## src/rtl/fir_cap_pkg.sv

```systemverilog
// Shared types and defaults for the FIR output collector.
// Optional capture tagging is enabled by defining FIR_CAPTURE_TAG_EN.
package fir_cap_pkg;

    typedef enum logic [1:0] {
        IDLE  = 2'd0,
        RUN   = 2'd1,
        DRAIN = 2'd2
    } cap_state_e;

    localparam int DATA_W_DEF = 4;
    localparam int CNT_W_DEF  = 16;
    localparam int STRIDE_DEF = 8;
    localparam int DEPTH_DEF  = 8;

    // Occupancy needs one bit beyond the pointer width so that full and empty differ.
    function automatic int fill_w(input int depth);
        return $clog2(depth) + 1;
    endfunction

endpackage

```

## src/rtl/fir_cap_fifo.sv

```systemverilog
// First-word-fall-through FIFO for captured FIR samples.
// A push into a full FIFO is accepted only when a pop happens in the same cycle.
// The head output holds the last shown word while the FIFO is empty.
module fir_cap_fifo
    import fir_cap_pkg::*;
#(
    parameter int WIDTH = 4,
    parameter int DEPTH = 8
) (
    input  logic                      clk,
    input  logic                      rst,
    input  logic                      push,
    input  logic [WIDTH-1:0]          push_data,
    input  logic                      pop,
    output logic [WIDTH-1:0]          head,
    output logic                      empty,
    output logic                      full,
    output logic [fill_w(DEPTH)-1:0]  level
);

    localparam int AW = $clog2(DEPTH);
    localparam int LW = fill_w(DEPTH);

    logic [WIDTH-1:0] mem [DEPTH];
    logic [LW-1:0]    wr_cnt_q, wr_cnt_d;
    logic [LW-1:0]    rd_cnt_q, rd_cnt_d;
    logic [WIDTH-1:0] last_q, last_d;
    logic [AW-1:0]    wr_idx, rd_idx;
    logic             do_push, do_pop;

    // Occupancy, flags and accept decisions.
    always_comb begin
        level    = wr_cnt_q - rd_cnt_q;
        empty    = (level == '0);
        full     = (level == LW'(DEPTH));
        wr_idx   = wr_cnt_q[AW-1:0];
        rd_idx   = rd_cnt_q[AW-1:0];
        do_pop   = pop & ~empty;
        do_push  = push & (~full | do_pop);
        wr_cnt_d = do_push ? wr_cnt_q + 1'b1 : wr_cnt_q;
        rd_cnt_d = do_pop  ? rd_cnt_q + 1'b1 : rd_cnt_q;
        last_d   = empty ? last_q : mem[rd_idx];
        head     = empty ? last_q : mem[rd_idx];
    end

    // Storage array; contents are only meaningful between the pointers, so no reset.
    always_ff @(posedge clk) begin
        if (do_push) begin
            mem[wr_idx] <= push_data;
        end
    end

    // Pointer counters and the held head value.
    always_ff @(posedge clk) begin
        if (rst) begin
            wr_cnt_q <= '0;
            rd_cnt_q <= '0;
            last_q   <= '0;
        end else begin
            wr_cnt_q <= wr_cnt_d;
            rd_cnt_q <= rd_cnt_d;
            last_q   <= last_d;
        end
    end

endmodule

```

## src/rtl/fir_output_collector.sv

```systemverilog
// Samples the FIR filter output once per stride while enabled, buffers the
// captures in a FWFT FIFO and streams them out over valid/ready.
// Drops on a full FIFO are counted in a saturating counter.
// Define FIR_CAPTURE_TAG_EN to add out_tag, a per-strobe index stored with each sample.
//
// state | meaning
// IDLE  | not capturing, phase held
// RUN   | phase counting, capture on phase == STRIDE-1
// DRAIN | capture stopped, FIFO still draining; goes IDLE when empty
module fir_output_collector
    import fir_cap_pkg::*;
#(
    parameter int DATA_W = DATA_W_DEF,
    parameter int STRIDE = STRIDE_DEF,
    parameter int DEPTH  = DEPTH_DEF,
    parameter int CNT_W  = CNT_W_DEF
) (
    input  logic                      clk,
    input  logic                      rst,
    input  logic                      en,
    input  logic [DATA_W-1:0]         sample_in,
    output logic [DATA_W-1:0]         out_data,
    output logic                      out_valid,
    input  logic                      out_ready,
    output logic [fill_w(DEPTH)-1:0]  fill_level,
    output logic [CNT_W-1:0]          overflow_cnt,
`ifdef FIR_CAPTURE_TAG_EN
    output logic [CNT_W-1:0]          out_tag,
`endif
    output logic                      busy
);

    localparam int PH_W = (STRIDE > 1) ? $clog2(STRIDE) : 1;
    localparam logic [PH_W-1:0] PH_LAST = PH_W'(STRIDE - 1);

`ifdef FIR_CAPTURE_TAG_EN
    localparam int FW = DATA_W + CNT_W;
`else
    localparam int FW = DATA_W;
`endif

    cap_state_e              state_q, state_d;
    logic [PH_W-1:0]         phase_q, phase_d;
    logic [CNT_W-1:0]        ovf_q, ovf_d;
    logic                    capture;
    logic                    pop_eff;
    logic                    drop;
    logic                    fifo_empty, fifo_full;
    logic [FW-1:0]           fifo_wdata, fifo_head;
    logic [fill_w(DEPTH)-1:0] fifo_level;

    // Next state, phase and capture strobe.
    always_comb begin
        state_d = state_q;
        phase_d = phase_q;
        capture = 1'b0;
        case (state_q)
            IDLE: begin
                if (en) begin
                    state_d = RUN;
                    phase_d = '0;
                end
            end
            RUN: begin
                if (!en) begin
                    state_d = DRAIN;
                end else begin
                    capture = (phase_q == PH_LAST);
                    phase_d = capture ? '0 : phase_q + 1'b1;
                end
            end
            DRAIN: begin
                if (en) begin
                    state_d = RUN;
                    phase_d = '0;
                end else if (fifo_empty) begin
                    state_d = IDLE;
                end
            end
            default: begin
                state_d = IDLE;
                phase_d = '0;
            end
        endcase
    end

    // Drop accounting: a capture is lost only if the FIFO is full and nothing leaves.
    always_comb begin
        pop_eff = ~fifo_empty & out_ready;
        drop    = capture & fifo_full & ~pop_eff;
        ovf_d   = (drop && (ovf_q != '1)) ? ovf_q + 1'b1 : ovf_q;
    end

    // FSM, phase and overflow registers.
    always_ff @(posedge clk) begin
        if (rst) begin
            state_q <= IDLE;
            phase_q <= '0;
            ovf_q   <= '0;
        end else begin
            state_q <= state_d;
            phase_q <= phase_d;
            ovf_q   <= ovf_d;
        end
    end

`ifdef FIR_CAPTURE_TAG_EN
    logic [CNT_W-1:0] idx_q, idx_d;

    // Strobe index advances on every capture attempt, dropped or not.
    always_comb begin
        idx_d      = capture ? idx_q + 1'b1 : idx_q;
        fifo_wdata = {idx_q, sample_in};
        out_tag    = fifo_head[FW-1:DATA_W];
    end

    // Strobe index register.
    always_ff @(posedge clk) begin
        if (rst) begin
            idx_q <= '0;
        end else begin
            idx_q <= idx_d;
        end
    end
`else
    // Untagged FIFO word is the raw sample.
    always_comb begin
        fifo_wdata = sample_in;
    end
`endif

    fir_cap_fifo #(
        .WIDTH (FW),
        .DEPTH (DEPTH)
    ) u_fifo (
        .clk       (clk),
        .rst       (rst),
        .push      (capture),
        .push_data (fifo_wdata),
        .pop       (out_ready),
        .head      (fifo_head),
        .empty     (fifo_empty),
        .full      (fifo_full),
        .level     (fifo_level)
    );

    // Output mapping.
    always_comb begin
        out_data     = fifo_head[DATA_W-1:0];
        out_valid    = ~fifo_empty;
        fill_level   = fifo_level;
        overflow_cnt = ovf_q;
        busy         = (state_q != IDLE);
    end

endmodule

```

## config.mk

```make
export PLATFORM = sky130hd
export DESIGN_NAME = fir_output_collector
export DESIGN_NICKNAME = d
export VERILOG_FILES = /design/src/rtl/fir_cap_pkg.sv /design/src/rtl/fir_cap_fifo.sv /design/src/rtl/fir_output_collector.sv
export SDC_FILE = /design/constraint.sdc
export NUM_CORES = 1
export LEC_CHECK = 0
export CAP_MARGIN = 5
export CORE_ASPECT_RATIO = 0.7
export CORE_MARGIN = 2
export CORE_UTILIZATION = 50
export CTS_BUF_LIST = sky130_fd_sc_hd__clkbuf_16
export DETAILED_ROUTE_END_ITERATION = 10
export PLACE_DENSITY = 0.75
export SLEW_MARGIN = 15
export SYNTH_ARGS = -nofsm -noshare
export SYNTH_HDL_FRONTEND = slang
export SYNTH_HIERARCHICAL = 1
export SYNTH_SLANG_ARGS = --single-unit
```

## constraint.sdc

```tcl
create_clock -name clk -period 3.1 [get_ports clk]
set_input_delay 0.62 -clock clk [delete_from_list [all_inputs] [get_ports clk]]
set_output_delay 0.62 -clock clk [all_outputs]
set_load 0.01 [all_outputs]
```

# [Word-level counts from Yosys, hierarchy flattened]
# Memories as Yosys holds them, arrays and structs flattened. A register that Yosys moved wholly into a read port is not among the register bits.
# Cells that the tools add are included.
[totals] reg_bits=33 mem_count=1 elab_cells=53 mem_bits_rw=32 out_inout_bits=26
[memory_table] memory="u_fifo.mem" depth=8 word_bits=4 rd=1 rd_clocked_by_memory_dff=1 write_ports=1 line="fir_cap_fifo.sv:24" rtl="logic [WIDTH-1:0] mem [DEPTH];"
[op_classes] n_addsub=5 n_reduce_logical=7 muxes=16 n_eq_ne=10 bitwise_logic=8
[op_table] op="adder 16 x 1 -> 16 bit (second input constant)" count=1
[op_table] op="inequality test 16 bit (second input constant)" count=1
[op_table] op="2-to-1 mux 3 bit" count=5
[op_table] op="adder 4 x 1 -> 4 bit (second input constant)" count=2
[op_table] op="2-to-1 mux 2 bit" count=4
[op_table] op="inequality test 2 bit (second input constant)" count=3
[op_table] op="one-hot mux 2 bit (3 select lines)" count=1
[op_table] op="one-hot mux 3 bit (2 select lines)" count=1
[op_table] op="AND 1 bit" count=4
[op_table] op="== test 4 bit (second input constant)" count=1
[op_table] op="zero test 4 bit" count=1
[op_table] op="2-to-1 mux 1 bit" count=4
[op_table] op="2-to-1 mux 4 bit" count=1
[op_table] op="subtractor 4 bit" count=1
[op_table] op="adder 3 x 1 -> 3 bit (second input constant)" count=1
[op_table] op="== test 3 bit (second input constant)" count=1
[op_table] op="inequality test 3 bit (second input constant)" count=1
[op_table] op="NOT 1 bit" count=3
[op_table] op="AND reduction 3 bit" count=1
[op_table] op="== test 2 x 1 -> 1 bit (second input constant)" count=1
[op_table] op="== test 2 bit (second input constant)" count=1
[op_table] op="zero test 2 bit" count=1
[op_table] op="inequality test 2 x 1 -> 1 bit (second input constant)" count=1
[op_table] op="AND reduction 2 bit" count=1
[op_table] op="4 further kinds" count=4

# [Logic depth before layout (Yosys ltp)]
# Gate-level depths: netlist of run 1.
[logic_depth] word_depth=8 depth_mapped=15 ltp_nobuf=12

# [Hierarchy]
# Netlist of run 1, hierarchy kept.
[modules_own_cells] module="fir_cap_fifo" area_per_inst_um2=2045.7 n_inst=1 cells_each=138 seq_area_each_um2=1261.2
[modules_own_cells] module="fir_output_collector" area_per_inst_um2=1084.8 n_inst=1 cells_each=124 seq_area_each_um2=420.4

# [Least setup slack after synthesis of run 1]
# OpenSTA, ideal clock, no wires.
[synth_timing] path_kind="register -> register" start="reg u_fifo.wr_cnt_q[0]" end="reg ovf_q[9] (netlist: overflow_cnt[9])" slack_ns=-0.159 arrival_time_ns=3.138 setup_time_ns=0.121 path_stages_with_launch=14 path_buffers=2 required_ns=2.979 cell_sequence="dfxtp_1 > clkbuf_1 > inv_1 > ha_1 > inv_1 > fa_1 > or3_1 > a21oi_2 > buf_4 > nand2b_1 > and3_4 > nand2_2 > nor4b_1 > mux2_2"
[synth_via] elab_chain_len=7 elab_cells_between_ends=9 classes_between="add/sub: 1; eq/ne: 1; bitwise: 5; reduce/logical: 2"
[synth_rtl] item="start, declared" line="fir_cap_fifo.sv:25" rtl="logic [LW-1:0] wr_cnt_q, wr_cnt_d;"
[synth_rtl] item="start signal, assigned" line="fir_cap_fifo.sv:60" rtl="wr_cnt_q <= wr_cnt_d;"
[synth_rtl] item="subtractor 4 bit" line="fir_cap_fifo.sv:33" rtl="level = wr_cnt_q - rd_cnt_q;"
[synth_rtl] item="named net fill_level[1]" line="fir_output_collector.sv:25" rtl="output logic [fill_w(DEPTH)-1:0] fill_level,"
[synth_rtl] item="zero test 4 bit" line="fir_cap_fifo.sv:34" rtl="empty = (level == '0);"
[synth_rtl] item="named net fifo_empty" line="fir_output_collector.sv:48" rtl="logic fifo_empty, fifo_full;"
[synth_rtl] item="NOT 1 bit" line="fir_output_collector.sv:89" rtl="pop_eff = ~fifo_empty & out_ready;"
[synth_rtl] item="AND 1 bit" line="fir_output_collector.sv:89"
[synth_rtl] item="NOT 1 bit" line="fir_output_collector.sv:90" rtl="drop = capture & fifo_full & ~pop_eff;"
[synth_rtl] item="AND 1 bit" line="fir_output_collector.sv:90"
[synth_rtl] item="logical AND 1 bit" line="fir_output_collector.sv:91" rtl="ovf_d = (drop && (ovf_q != '1)) ? ovf_q + 1'b1 : ovf_q;"
[synth_rtl] item="end signal, assigned" line="fir_output_collector.sv:103" rtl="ovf_q <= ovf_d;"
[synth_rtl] item="end, declared" line="fir_output_collector.sv:44" rtl="logic [CNT_W-1:0] ovf_q, ovf_d;"
# The timed path passes the listed nets, and every way through them passes these cells.
# A chain may end at the register's enable or synchronous reset.

# [Final worst setup path of run 1]
[layout_timing] start="reg u_fifo.wr_cnt_q[0]" end="out out_data[0]"
[layout_via] elab_chain_len=3
[layout_rtl] item="subtractor 4 bit" line="fir_cap_fifo.sv:33"
[layout_rtl] item="zero test 4 bit" line="fir_cap_fifo.sv:34"
[layout_rtl] item="named net fifo_empty" line="fir_output_collector.sv:48"
[layout_rtl] item="2-to-1 mux 4 bit"
[layout_rtl] item="end, declared" line="fir_output_collector.sv:22" rtl="output logic [DATA_W-1:0] out_data,"
# The timed path passes the listed nets, and every way through them passes these cells.

==> results.env, run 1 <==
OUTCOME='finished clean'
LAYOUT.CELLS.MOST_COMMON_LIST='dfxtp_1, edfxtp_1, buf_4, clkdlybuf4s50_1, nor2_1'
P_LEAK_nW=1.49
CLOCK_SKEW_NS=0.00306
R2R_CELLS=13
SYNTHCELLS=262
FINAL.FILL_COUNT=443
POWER.DENSITY_CELL_AREA_mW_PER_MM2=760
TOTAL_DIE_AREA_MM2=0.00692
PERIOD_NEEDED_NS=3.07
CTS_INSERTED_BUFFERS=9
WORST_HOLD_PATH.ENDPOINT='phase_q[2]'
DETAIL_ROUTE.DRC_VIOLATIONS=0
CRITICAL_PATH.REG2REG.ENDPOINT='overflow_cnt[15]'
ANTENNA_VIOLATING_NETS_POST_ROUTE=0
R2R_SLACK_NS=0.13
YOSYS_WARNINGS=6
WORSTHOLDPATHTYPE='reg -> reg'
AREA_DELTA_SYNTH_FINAL_PCT=32.7
POST_SYNTH_INSTANCE_AREA_MM2=0.00313
WORST_PATH_CELL_WITH_THE_LONGEST_STAGE_DELAY='fa_2'
REQUIRED_NS=2.48
ROUTE.VIAS.TOTAL=2227
VDD_DROP_MAX_V=0.000346
IO_BUFFER_COUNT=33
STARTPOINT='u_fifo/wr_cnt_q[0]'
CORE_AREA_MM2=0.00613
TIMING.CRITICAL_PATH.FROM_TYPE='flip-flop'
TIGHTESTPINTRANSITION_NS=0.984
TIMING_WORST_SETUP_PATH_TYPE='reg -> out'
HOLD_WS_NS=0.508
CONGESTION_OVERFLOW_GR=0
SHARE_SEQ_OF_TOTAL_POWER_PCT=32.2
ACHIEVABLE-FREQUENCY_MHz=326
WORST_SKEW_PAIR.LATE_LATENCY_NS=0.33
CLK_PIN_SLEW_NS=0.06
HOLD_VIOL_FINAL=0
TIMING.MAX_SLEW.REL_SLACK_PCT=33.8
WIRE_LENGTH_OF_THE_FIRST_GLOBAL_ROUTING_PASS_UM=10600
FINAL-SETUP-VIOL-COUNT=0
SWITCHING_SHARE_PCT=26.4
SYNTH_LARGEST_AREA_CELL='edfxtp_1'
POSTSYNTH.ASYNCRESETSHARE_PCT=0
CTS_TREE='built'
DIE-WIDTH_UM=98.6
TOTAL_DETAILED_ROUTING_WIRELENGTH_UM=6280
GRT_PASS1_VIAS=2162
FIRSTDRTPASSITERS=4
TIMING.CRITICAL_PATH.CELLS='inv_2 -> ha_4 -> inv_2 -> fa_2 -> or3_4 -> a21oi_4 -> buf_6 -> mux2_4 -> buf_6'
SYNTH_FLOP_CELL='dfxtp_1'
CRITPATHBUFINV=4
WORSTSETUPENDPOINTTYPE='primary output'
INITIAL_CORE_UTIL_PCT=51.1
FINISH.NET_COUNT=344
SYN_AVG_CELL_AREA_UM2=11.9
POWER_FRAC_COMB_PCT=34.0
RATIO_OF_FINAL_MINIMUM_PERIOD_TO_CLOCK_PERIOD_PCT=99.0
SYNTH_SEQ_CELLS=68
DETAILEDROUTE.FIRSTITERATIONVIOLATIONS=101
DP_HPWL_UM=4320
YOSYSTOPAREACELLSHARE_PCT=30.7
GPL.FINAL_WEIGHTED_CONGESTION=0.871
LAYOUT-DRIVE-GT1-SHARE_PCT=28.9
SHARE_CLK_OF_TOTAL_POWER_PCT=33.8
YOSYSSEQAREASHARE_PCT=53.7
POSTSYNTHNETCOUNT=279
GRT_START_MAX_NET_PINS=37
CTS_SINKS=68
NUM_IO_PINS=34
GLOBALROUTETOTALUTIL_PCT=19.7
MAX_TRANSITION_VIOLS_FINAL=0
INTERNAL_POWER_mW=2.32
R2R-START='u_fifo/wr_cnt_q[0]'
NUMBER_OF_SYNTHESIZED_FLOPS_WITH_AN_ENABLE_PIN=32
RSZ0062_AT_GRT='true'
DIE_H_UM=70.2
SETUP_TNS_NS=0
HP-START='phase_q[2]'
HOLD-PATH-CELL-COUNT=2
CTS_HOLD_BUF=0
WORSTPATHARRIVAL_NS=2.45
CP_TOP_FAMILY='adder cells'
TOTAL_SWITCHING_POWER_uW=834
CRITPATHMAXSTAGEDELAY_NS=0.42
TIMING.MAX_CAP.VIOLATIONS=0
LAYOUT.CELLS.MOST_COMMON='dfxtp_1'
VIAS_PER_CELL=5.43
GRT_ANTENNA_BEFORE_REPAIR=0
YS_TYPES=51
CLOCK_PATH_BUFFERS=2
N_ANTENNA_CELL=0
SYNTH_AREA_LEADERS='edfxtp_1, dfxtp_1, mux4_2'
CLOCK_TREE.HTREE_LEVEL_COUNT=3
CRITPATHMAXFANOUT=4
CTSROOTBUFFERMASTER='clkbuf_16'
AVERAGE_WIRE_LENGTH_PER_CELL_AFTER_DETAIL_ROUTING_UM=15.3
PLACEMENTROWS=24
FINAL_CORE_UTIL_PCT=67.8
[per-layer routing]
metal | up-vias | GRT usage, % | wire (um)
met3 | 9 | 6.11 | 333
li1 | 1094 | - | -
met2 | 48 | 28.9 | 2730
met5 | - | 0 | 0
met4 | 0 | 6.70 | 78
met1 | 1076 | 28.0 | 3140
[tightest hold or removal path, stage by stage (launching register included)]
cell and delay, ns:
dfxtp_1 0.31, nand3b_1 0.08, a21oi_1 0.06
[synthesized netlist by cell type, drive strengths merged (2+ instances only)]
library cell  count
nor4b             3
a21oi            10
ha                8
mux2             12
inv              11
nand4             7
edfxtp           32
nand3             7
a21o              2
and4b             2
nand2            13
nor3              9
nor2b             8
nand3b            2
or2               2
and3b             2
buf               4
mux4              8
nor3b             3
clkbuf            7
or3               4
and4              2
and2b             2
o21ai             7
dfxtp            36
mux2i             3
nor4              8
nor2             25
xnor2            13
[worst max-delay path by stage]
stage                             to  slack [ns]  cells past startpoint
global placement         out_data[1]       -0.06                      9
finish                   out_data[0]        0.03                      9
detailed placement       out_data[0]        -0.1                      9
global route             out_data[0]       -0.05                      9
floorplan           overflow_cnt[15]        0.01                     13
CTS                      out_data[0]       -0.02                      9
[final cells by class]
cell class / count / area (um^2) / share of cell area [%]
tap: 78 / 97.6 / 2.35
sequential: 68 / 1690 / 40.6
clock buffer: 9 / 225 / 5.42
multi-input combinational: 172 / 1430 / 34.5
inverter: 11 / 41.3 / 0.994
timing repair buffer: 65 / 581 / 14.0
clock inverter: 7 / 91.3 / 2.20
[power groups by stage]
| stage | combinational [mW] | sequential (mW) | clock, mW |
|---|---|---|---|
| final | 1.07 | 1.02 | 1.07 |
| after global routing | 1.15 | 1.02 | 1.12 |
| after global placement | 0.870 | 1.03 | 0 |
| after detailed placement | 0.880 | 1.03 | 0 |
| after floorplan | 0.498 | 1.02 | 0 |
| after CTS | 1.04 | 1.02 | 1.10 |
[state kept, by name (all words and copies together), names as in the netlist, named ones only]
register	cells
u_fifo/mem	32
overflow_cnt	16
u_fifo/last_q	4
u_fifo/rd_cnt_q	4
u_fifo/wr_cnt_q	4
phase_q	3
state_q	2
[metrics by stage]
step,cells,area (um^2),worst slack [ns],power [mW]
finish,410,4150,0.0296,3.16
global route,410,4150,-0.0499,3.29
CTS,409,4120,-0.0181,3.16
detailed placement,389,3720,-0.0957,1.91
global placement,389,3720,-0.0577,1.90
floorplan,262,3150,0.0129,1.51
[cells by family after synthesis]
logic type,after synthesis,synth area share (%)
AO/OA/AOI/OAI,23,4.92
XOR/XNOR,14,3.92
adder cells (fa/ha/maj),9,3.84
buffers and inverters,22,3.08
flip-flops,68,53.7
multiplexers,23,11.2
AND/OR/NAND/NOR,103,19.4
[repair_timing]
action / 4_1_cts / 5_1_grt
setup endpoints to repair: 8 / 16
buffers inserted: 4 / 1
gates resized for setup: 37 / 6
pin swaps: 3 / 3
cloned: 0 / 0
Power figures use the tool's default switching activity.
==> run 2: changes to the inputs <==
--- a/config.mk
+++ b/config.mk
@@ -5,14 +5,15 @@
 export SDC_FILE = /design/constraint.sdc
 export NUM_CORES = 1
 export LEC_CHECK = 0
+export ABC_AREA = 1
 export CAP_MARGIN = 5
 export CORE_ASPECT_RATIO = 0.7
 export CORE_MARGIN = 2
 export CORE_UTILIZATION = 50
 export CTS_BUF_LIST = sky130_fd_sc_hd__clkbuf_16
 export DETAILED_ROUTE_END_ITERATION = 10
-export PLACE_DENSITY = 0.75
-export SLEW_MARGIN = 15
+export PLACE_DENSITY = 0.74
+export SLEW_MARGIN = 20
 export SYNTH_ARGS = -nofsm -noshare
 export SYNTH_HDL_FRONTEND = slang
 export SYNTH_HIERARCHICAL = 1
==> run 2 against run 1 <==
Against the previous run: critical path depth increased by 1; fmax increased by 6.7%; sequential power decreased by 6%; clock power decreased by 6%; via count increased by 27%; largest power group is now the clock network; non-clock buffer count decreased by 24; cell area increased by 1.5%; largest cell class unchanged; synthesized cell count increased by 60%; clock skew increased by 0.0040 ns; count of clock-buffer cells in the layout unchanged; critical path type unchanged; area after synthesis increased by 11%; flip-flop and latch count unchanged.
==> results.env, run 2 <==
OUTCOME='finished clean'
WORSTPATHARRIVAL_NS=2.26
NUMBER_OF_SYNTHESIZED_FLOPS_WITH_AN_ENABLE_PIN=32
IO_BUFFER_COUNT=33
ANTENNA_VIOLATING_NETS_POST_ROUTE=0
VDD_DROP_MAX_V=0.000330
HOLD_WS_NS=0.469
DIE-WIDTH_UM=104
REGMOSTFLOPS='u_fifo/mem'
SYNTH_COMPOUND_GATE_AREA_SHARE_PCT=9.02
SETUP_TNS_NS=0
SYNTH_LARGEST_AREA_CELL='edfxtp_1'
YOSYS_WARNINGS=6
NUM_IO_PINS=34
CRITPATHMAXFANOUT=6
TIMING.CRITICAL_PATH.CELLS='inv_1 -> ha_1 -> inv_2 -> fa_1 -> or2_4 -> nor2_4 -> nand3_4 -> inv_6 -> inv_1 -> clkbuf_2'
WORST_PATH_CELL_WITH_THE_LONGEST_STAGE_DELAY='fa_1'
CTS_HOLD_BUF=0
WORSTSETUPENDPOINTTYPE='primary output'
TOTAL_SWITCHING_POWER_uW=551
FINAL.FILL_COUNT=575
SYNTH_TOP_FAMILY_BY_AREA='simple AND/OR/NAND/NOR gates'
POWER.DENSITY_CELL_AREA_mW_PER_MM2=528
SYNTH_SIMPLE_GATE_AREA_SHARE_PCT=31.5
PLACEMENTROWS=25
LAYOUT.CELLS.MOST_COMMON='nand2_1'
SYNTHCELLS=419
RATIO_OF_FINAL_MINIMUM_PERIOD_TO_CLOCK_PERIOD_PCT=92.8
R2R_CELLS=15
DP_HPWL_UM=5320
CONGESTION_OVERFLOW_GR=0
CLOCK_TREE.HTREE_LEVEL_COUNT=3
TOTAL_DIE_AREA_MM2=0.00763
FIRSTDRTPASSITERS=4
AVERAGE_WIRE_LENGTH_PER_CELL_AFTER_DETAIL_ROUTING_UM=13.1
MULTI_INPUT_COMB_AREA_MM2=0.00159
TIMING.CRITICAL_PATH.FROM_TYPE='flip-flop'
SWITCHING_SHARE_PCT=24.7
WIRE_LENGTH_OF_THE_FIRST_GLOBAL_ROUTING_PASS_UM=12300
CTSROOTBUFFERMASTER='clkbuf_16'
SHARE_CLK_OF_TOTAL_POWER_PCT=45.4
DETAILEDROUTE.FIRSTITERATIONVIOLATIONS=117
SYNTHTOPCELLSBYCOUNT='nand2_1, nor2_1, dfxtp_1, inv_1, edfxtp_1'
CRIT_PATH_MOST_REPEATED_CELL='inv_1'
CTS_INSERTED_BUFFERS=9
TIMING_WORST_SETUP_PATH_TYPE='reg -> out'
YOSYSSEQAREASHARE_PCT=48.5
SYNTH_FA_HA_AREA_SHARE_PCT=3.46
DETAIL_ROUTE.DRC_VIOLATIONS=0
DIE_H_UM=73.7
INTERNAL_POWER_mW=1.67
HOLD_VIOL_FINAL=0
CTS_TREE='built'
FINAL-SETUP-VIOL-COUNT=0
WORST_SKEW_PAIR.LATE_LATENCY_NS=0.33
SYN_AVG_CELL_AREA_UM2=8.27
SYNTH_AREA_LEADERS='edfxtp_1, dfxtp_1, nand2_1'
LAYOUT-DRIVE-GT1-SHARE_PCT=17.1
HOLD-PATH-CELL-COUNT=2
YOSYSTOPAREACELLSHARE_PCT=27.7
TIMING.MAX_CAP.VIOLATIONS=0
CLK_PIN_SLEW_NS=0.06
POSTSYNTH.ASYNCRESETSHARE_PCT=0
TIMING.MAX_SLEW.REL_SLACK_PCT=63.9
POSTSYNTHNETCOUNT=436
SEQ_AREA_MM2=0.00168
GLOBALROUTETOTALUTIL_PCT=20.7
CORE_AREA_MM2=0.00673
ROUTE.VIAS.TOTAL=2824
TOTAL_DETAILED_ROUTING_WIRELENGTH_UM=7370
POST_SYNTH_INSTANCE_AREA_MM2=0.00347
SYNTH_SEQ_CELLS=68
GPL.FINAL_WEIGHTED_CONGESTION=0.919
VIAS_PER_CELL=5.02
WORSTHOLDPATHTYPE='reg -> reg'
SHARE_SEQ_OF_TOTAL_POWER_PCT=43.0
REQUIRED_NS=2.48
PERIOD_NEEDED_NS=2.88
GRT_PASS1_VIAS=2565
N_ANTENNA_CELL=0
AREA_DELTA_SYNTH_FINAL_PCT=21.5
MAX_TRANSITION_VIOLS_FINAL=0
P_LEAK_nW=1.63
TIGHTESTPINTRANSITION_NS=0.539
CRITPATHMAXSTAGEDELAY_NS=0.42
LARGEST_REGISTER_FFS=32
SYNTH_FLOP_CELL='dfxtp_1'
LAYOUT.CELLS.MOST_COMMON_LIST='nand2_1, nor2_1, dfxtp_1, inv_1, edfxtp_1'
CTS_SINKS=68
POWER_FRAC_COMB_PCT=11.6
YOSYS-MUX-AREA-FRACTION_PCT=0
CLOCK_SKEW_NS=0.00711
GRT_ANTENNA_BEFORE_REPAIR=0
YS_TYPES=34
GRT_START_MAX_NET_PINS=17
MOST_FREQUENT_CELL_AFTER_SYNTHESIS='nand2_1'
FINISH.NET_COUNT=480
CLOCK_PATH_BUFFERS=2
YOSYS.AREA_SHARE.XOR_XNOR_PCT=1.48
INITIAL_CORE_UTIL_PCT=51.6
RSZ0062_AT_GRT='false'
ACHIEVABLE-FREQUENCY_MHz=348
==> run 2: changes by cell type after synthesis, moves of 8 or more <==
cell     before  now
nand2_1      12   87
mux2_2       11    0
nor2_1       25   77
xnor2_1      13    0
nor2b_1       8    0
a21oi_1       9   17
mux4_2        8    0
inv_1        11   36
nand3_1       6   24
nand2_2       1   14
nor3_1        9    1
o21ai_0       6   21
==> run 2: cells by family after synthesis <==
logic type / count (synthesis)
AND/OR/NAND/NOR: 232
flip-flops: 68
AO/OA/AOI/OAI: 55
buffers and inverters: 50
adder cells (fa/ha/maj): 9
XOR/XNOR: 5
==> run 2: final cells by class <==
type / instances / share of cell area, %
sequential: 68 / 39.9
multi-input combinational: 301 / 37.6
timing repair buffer: 41 / 8.67
clock buffer: 9 / 5.34
inverter: 42 / 3.86
tap: 94 / 2.79
clock inverter: 7 / 1.78
==> run 2: layer usage <==
layer  vias to the layer above  GRT usage (%)  share of wire, %
met3                         7           5.41               5.3
li1                       1455              -                 -
met1                      1298           28.6                50
met5                         -              0                 0
met2                        64           32.3                44
met4                         0           6.46              0.88
==> run 2: path summary, 6_finish.rpt <==
kind | endpoint | slack (ns) | from
worst max-delay path | out_valid | 0.22 | u_fifo/wr_cnt_q[0]
worst min-delay path | u_fifo/last_q[0] | 0.47 | u_fifo/last_q[0]
worst max register to register | overflow_cnt[8] | 0.35 | u_fifo/wr_cnt_q[0]
worst min register to register | u_fifo/last_q[0] | 0.47 | u_fifo/last_q[0]
==> run 2: metrics by stage <==
stage	power [mW]	util [%]	cell area (um^2)	std cells	setup WS [ns]
floorplan	1.14	-	3470	419	0.258
global placement	1.24	58.3	3920	545	0.137
detailed placement	1.24	58.3	3920	545	0.0834
CTS	2.25	62.7	4220	562	0.0352
global route	2.31	62.7	4210	562	0.0524
finish	2.23	62.7	4210	562	0.223
==> run 2: power groups by stage <==
stage | registers (mW) | logic [mW] | clock network (mW)
6_report | 0.957 | 0.259 | 1.01
5_1_grt | 0.958 | 0.286 | 1.07
4_1_cts | 0.957 | 0.260 | 1.03
3_5_place_dp | 0.976 | 0.266 | 0
3_3_place_gp | 0.976 | 0.262 | 0
2_1_floorplan | 0.971 | 0.166 | 0
==> run 2: critical path, delay by kind of cell (launching register included) <==
kind / cells / cell delay [ns]
fa+ha+maj: 2 / 0.62
simple gates: 3 / 0.50
buf+inv: 5 / 0.48
flops: 1 / 0.33
==> run 2: timing repair <==
action,4_1_cts,5_1_grt
resized for setup,5,15
pin swaps,1,2
endpoints found under the setup margin,5,17
gates cloned,0,0
buffers inserted,1,0
==> run 3: changes to the inputs <==
--- a/config.mk
+++ b/config.mk
@@ -9,10 +9,9 @@
 export CAP_MARGIN = 5
 export CORE_ASPECT_RATIO = 0.7
 export CORE_MARGIN = 2
-export CORE_UTILIZATION = 50
+export CORE_UTILIZATION = 30
 export CTS_BUF_LIST = sky130_fd_sc_hd__clkbuf_16
 export DETAILED_ROUTE_END_ITERATION = 10
-export PLACE_DENSITY = 0.74
 export SLEW_MARGIN = 20
 export SYNTH_ARGS = -nofsm -noshare
 export SYNTH_HDL_FRONTEND = slang
==> run 3 against run 2 <==
Against the previous run: power grew 0.46%; utilization shrank 24 points; global-route usage shrank 6.9 points; sequential share of layout area shrank 0.89 points; clock power is essentially flat; register-to-register slack lost 0.02 ns; critical endpoint is now out_data[3].
==> results.env, run 3 (synthesized netlist as in run 2, its figures left out) <==
CONGESTION_OVERFLOW_GR=0
TOTAL_DETAILED_ROUTING_WIRELENGTH_UM=8040
ANTENNA_VIOLATING_NETS_POST_ROUTE=0
DIE_H_UM=93.9
DIE-WIDTH_UM=132
ROUTE.VIAS.TOTAL=2876
RSZ0062_AT_GRT='false'
TIMING.MAX_SLEW.REL_SLACK_PCT=67.4
GPL.FINAL_WEIGHTED_CONGESTION=0.900
CORE_AREA_MM2=0.0111
TOTAL_DIE_AREA_MM2=0.0124
DETAIL_ROUTE.DRC_VIOLATIONS=0
OUTCOME='finished clean'
FINAL_CELL_COUNT_NO_FILL=625
TIMING_WORST_SETUP_PATH_TYPE='reg -> out'
FINAL.FILL_COUNT=1146
AREA_DELTA_SYNTH_FINAL_PCT=24.4
FINAL_CORE_UTIL_PCT=38.7
FINISH.NET_COUNT=484
WORST_HOLD_PATH.ENDPOINT='phase_q[2]'
LAYOUT.CELLS.MOST_COMMON='nand2_1'
GRT_START_MAX_NET_PINS=17
CTS_TREE='built'
CRITICAL_PATH.REG2REG.ENDPOINT='overflow_cnt[8]'
FINAL.SETUP.WORST_SLACK_NS=0.128
R2R_SLACK_NS=0.33
LAYOUT.CELLS.MOST_COMMON_LIST='nand2_1, nor2_1, dfxtp_1, inv_1, edfxtp_1'
R2R-START='u_fifo/wr_cnt_q[0]'
PLACEMENTROWS=32
WORST_SKEW_PAIR.LATE_LATENCY_NS=0.33
WORSTSETUPENDPOINTTYPE='primary output'
HP-START='phase_q[2]'
POSTLAYOUTCELLAREA_MM2=0.00431
SETUP_TNS_NS=0
AVERAGE_WIRE_LENGTH_PER_CELL_AFTER_DETAIL_ROUTING_UM=12.9
VIAS_PER_CELL=4.60
PLACEMENT.CELL_AREA_MM2=0.00400
CRITPATHMAXFANOUT=5
CLOCK_TREE.HTREE_LEVEL_COUNT=3
FINAL-SETUP-VIOL-COUNT=0
HOLD-PATH-CELL-COUNT=2
FINALPOWER_mW=2.24
HOLD_WS_NS=0.466
P_LEAK_nW=1.65
GRT_PASS1_VIAS=2764
POWER.DENSITY_CELL_AREA_mW_PER_MM2=518
LAYOUT-DRIVE-GT1-SHARE_PCT=17.6
CTS_INSERTED_BUFFERS=9
WORSTHOLDPATHTYPE='reg -> reg'
GRT_ANTENNA_BEFORE_REPAIR=0
ACHIEVABLE-FREQUENCY_MHz=336
INITIAL_CORE_UTIL_PCT=31.1
TIMING.CRITICAL_PATH.FROM_TYPE='flip-flop'
WIRE_LENGTH_OF_THE_FIRST_GLOBAL_ROUTING_PASS_UM=13400
WORSTPATHARRIVAL_NS=2.35
NUM_IO_PINS=34
HOLD_VIOL_FINAL=0
REGMOSTFLOPS='u_fifo/mem'
CLOCK_PATH_BUFFERS=2
R2R_CELLS=15
GLOBALROUTETOTALUTIL_PCT=13.7
VDD_DROP_MAX_V=0.000276
REQUIRED_NS=2.48
CTS_SINKS=68
LARGEST_REGISTER_FFS=32
CTSROOTBUFFERMASTER='clkbuf_16'
IO_BUFFER_COUNT=33
CLK_PIN_SLEW_NS=0.05
PRE_CTS_SLACK_NS=0.0574
DP_HPWL_UM=5700
N_ANTENNA_CELL=0
FIRSTDRTPASSITERS=4
DETAILEDROUTE.FIRSTITERATIONVIOLATIONS=143
CLOCK_SKEW_NS=0.00511
RATIO_OF_FINAL_MINIMUM_PERIOD_TO_CLOCK_PERIOD_PCT=95.9
TIMING.MAX_CAP.VIOLATIONS=0
POST-PLACE-CELLS=605
SEQ_AREA_MM2=0.00168
STARTPOINT='u_fifo/wr_cnt_q[0]'
MAX_TRANSITION_VIOLS_FINAL=0
PERIOD_NEEDED_NS=2.97
TIGHTESTPINTRANSITION_NS=0.488
MULTI_INPUT_COMB_AREA_MM2=0.00159
run 3: cell types whose count changed in the layout (fill, tap and decap cells not counted):
cell           before  now
clkinv_4            0    2
clkinv_1            0    2
inv_4               0    1
dfxtp_1            36   35
inv_1              35   34
buf_2               0    1
dfxtp_2             0    1
dlygate4sd2_1       0    1
inv_6               3    0
buf_4               8   12
clkinvlp_4          3    1
clkbuf_2            5    3
inv_2               6    7
run 3: worst max-delay path by stage:
| stage | slack (ns) | cells after the start | endpoint |
|---|---|---|---|
| after floorplan | 0.26 | 15 | overflow_cnt[8] |
| after global placement | 0.13 | 11 | out_data[1] |
| after detailed placement | 0.06 | 11 | out_data[3] |
| after CTS | -0.02 | 12 | out_data[3] |
| after global routing | 0.004 | 12 | out_data[3] |
| final | 0.13 | 12 | out_data[3] |
run 3: worst max-delay path, cell delays in order, from the launching register on:
cell and delay (ns):
dfxtp_2 0.32, inv_1 0.05, ha_1 0.20, inv_2 0.07, fa_1 0.42, or2_4 0.25
nor2_4 0.13, nand3_4 0.11, inv_4 0.11, buf_4 0.11, nand2_2 0.05, nand2_1 0.07
buf_2 0.13
run 3: power breakdown:
group	switching (mW)	leakage [nW]	total [mW]	internal [mW]
sequential	0.00909	0.578	0.957	0.948
combinational	0.162	0.936	0.283	0.122
clock	0.379	0.140	0.996	0.617
total	0.549	1.65	2.24	1.69
run 3: routing by layer:
metal	wire (um)	vias to the layer above	track usage, %	part of all wire, %
li1	-	1468	-	-
met1	4080	1336	18.7	51
met2	3430	64	20.4	43
met3	441	8	4.91	5.5
met4	84	0	4.21	1.0
met5	0	-	0	0
run 3: area by class of cell:
class,count,share of cell area [%]
sequential,68,39.0
multi-input combinational,301,36.8
timing repair buffer,45,9.25
clock buffer,9,5.22
clock inverter,7,1.57
inverter,42,3.71
tap,153,4.44
run 3: repair_timing:
action,4_1_cts,5_1_grt
resized for setup,7,13
endpoints found under the setup margin,5,16
hold buffers,0,0
setup buffers,2,2
pin swaps,2,3
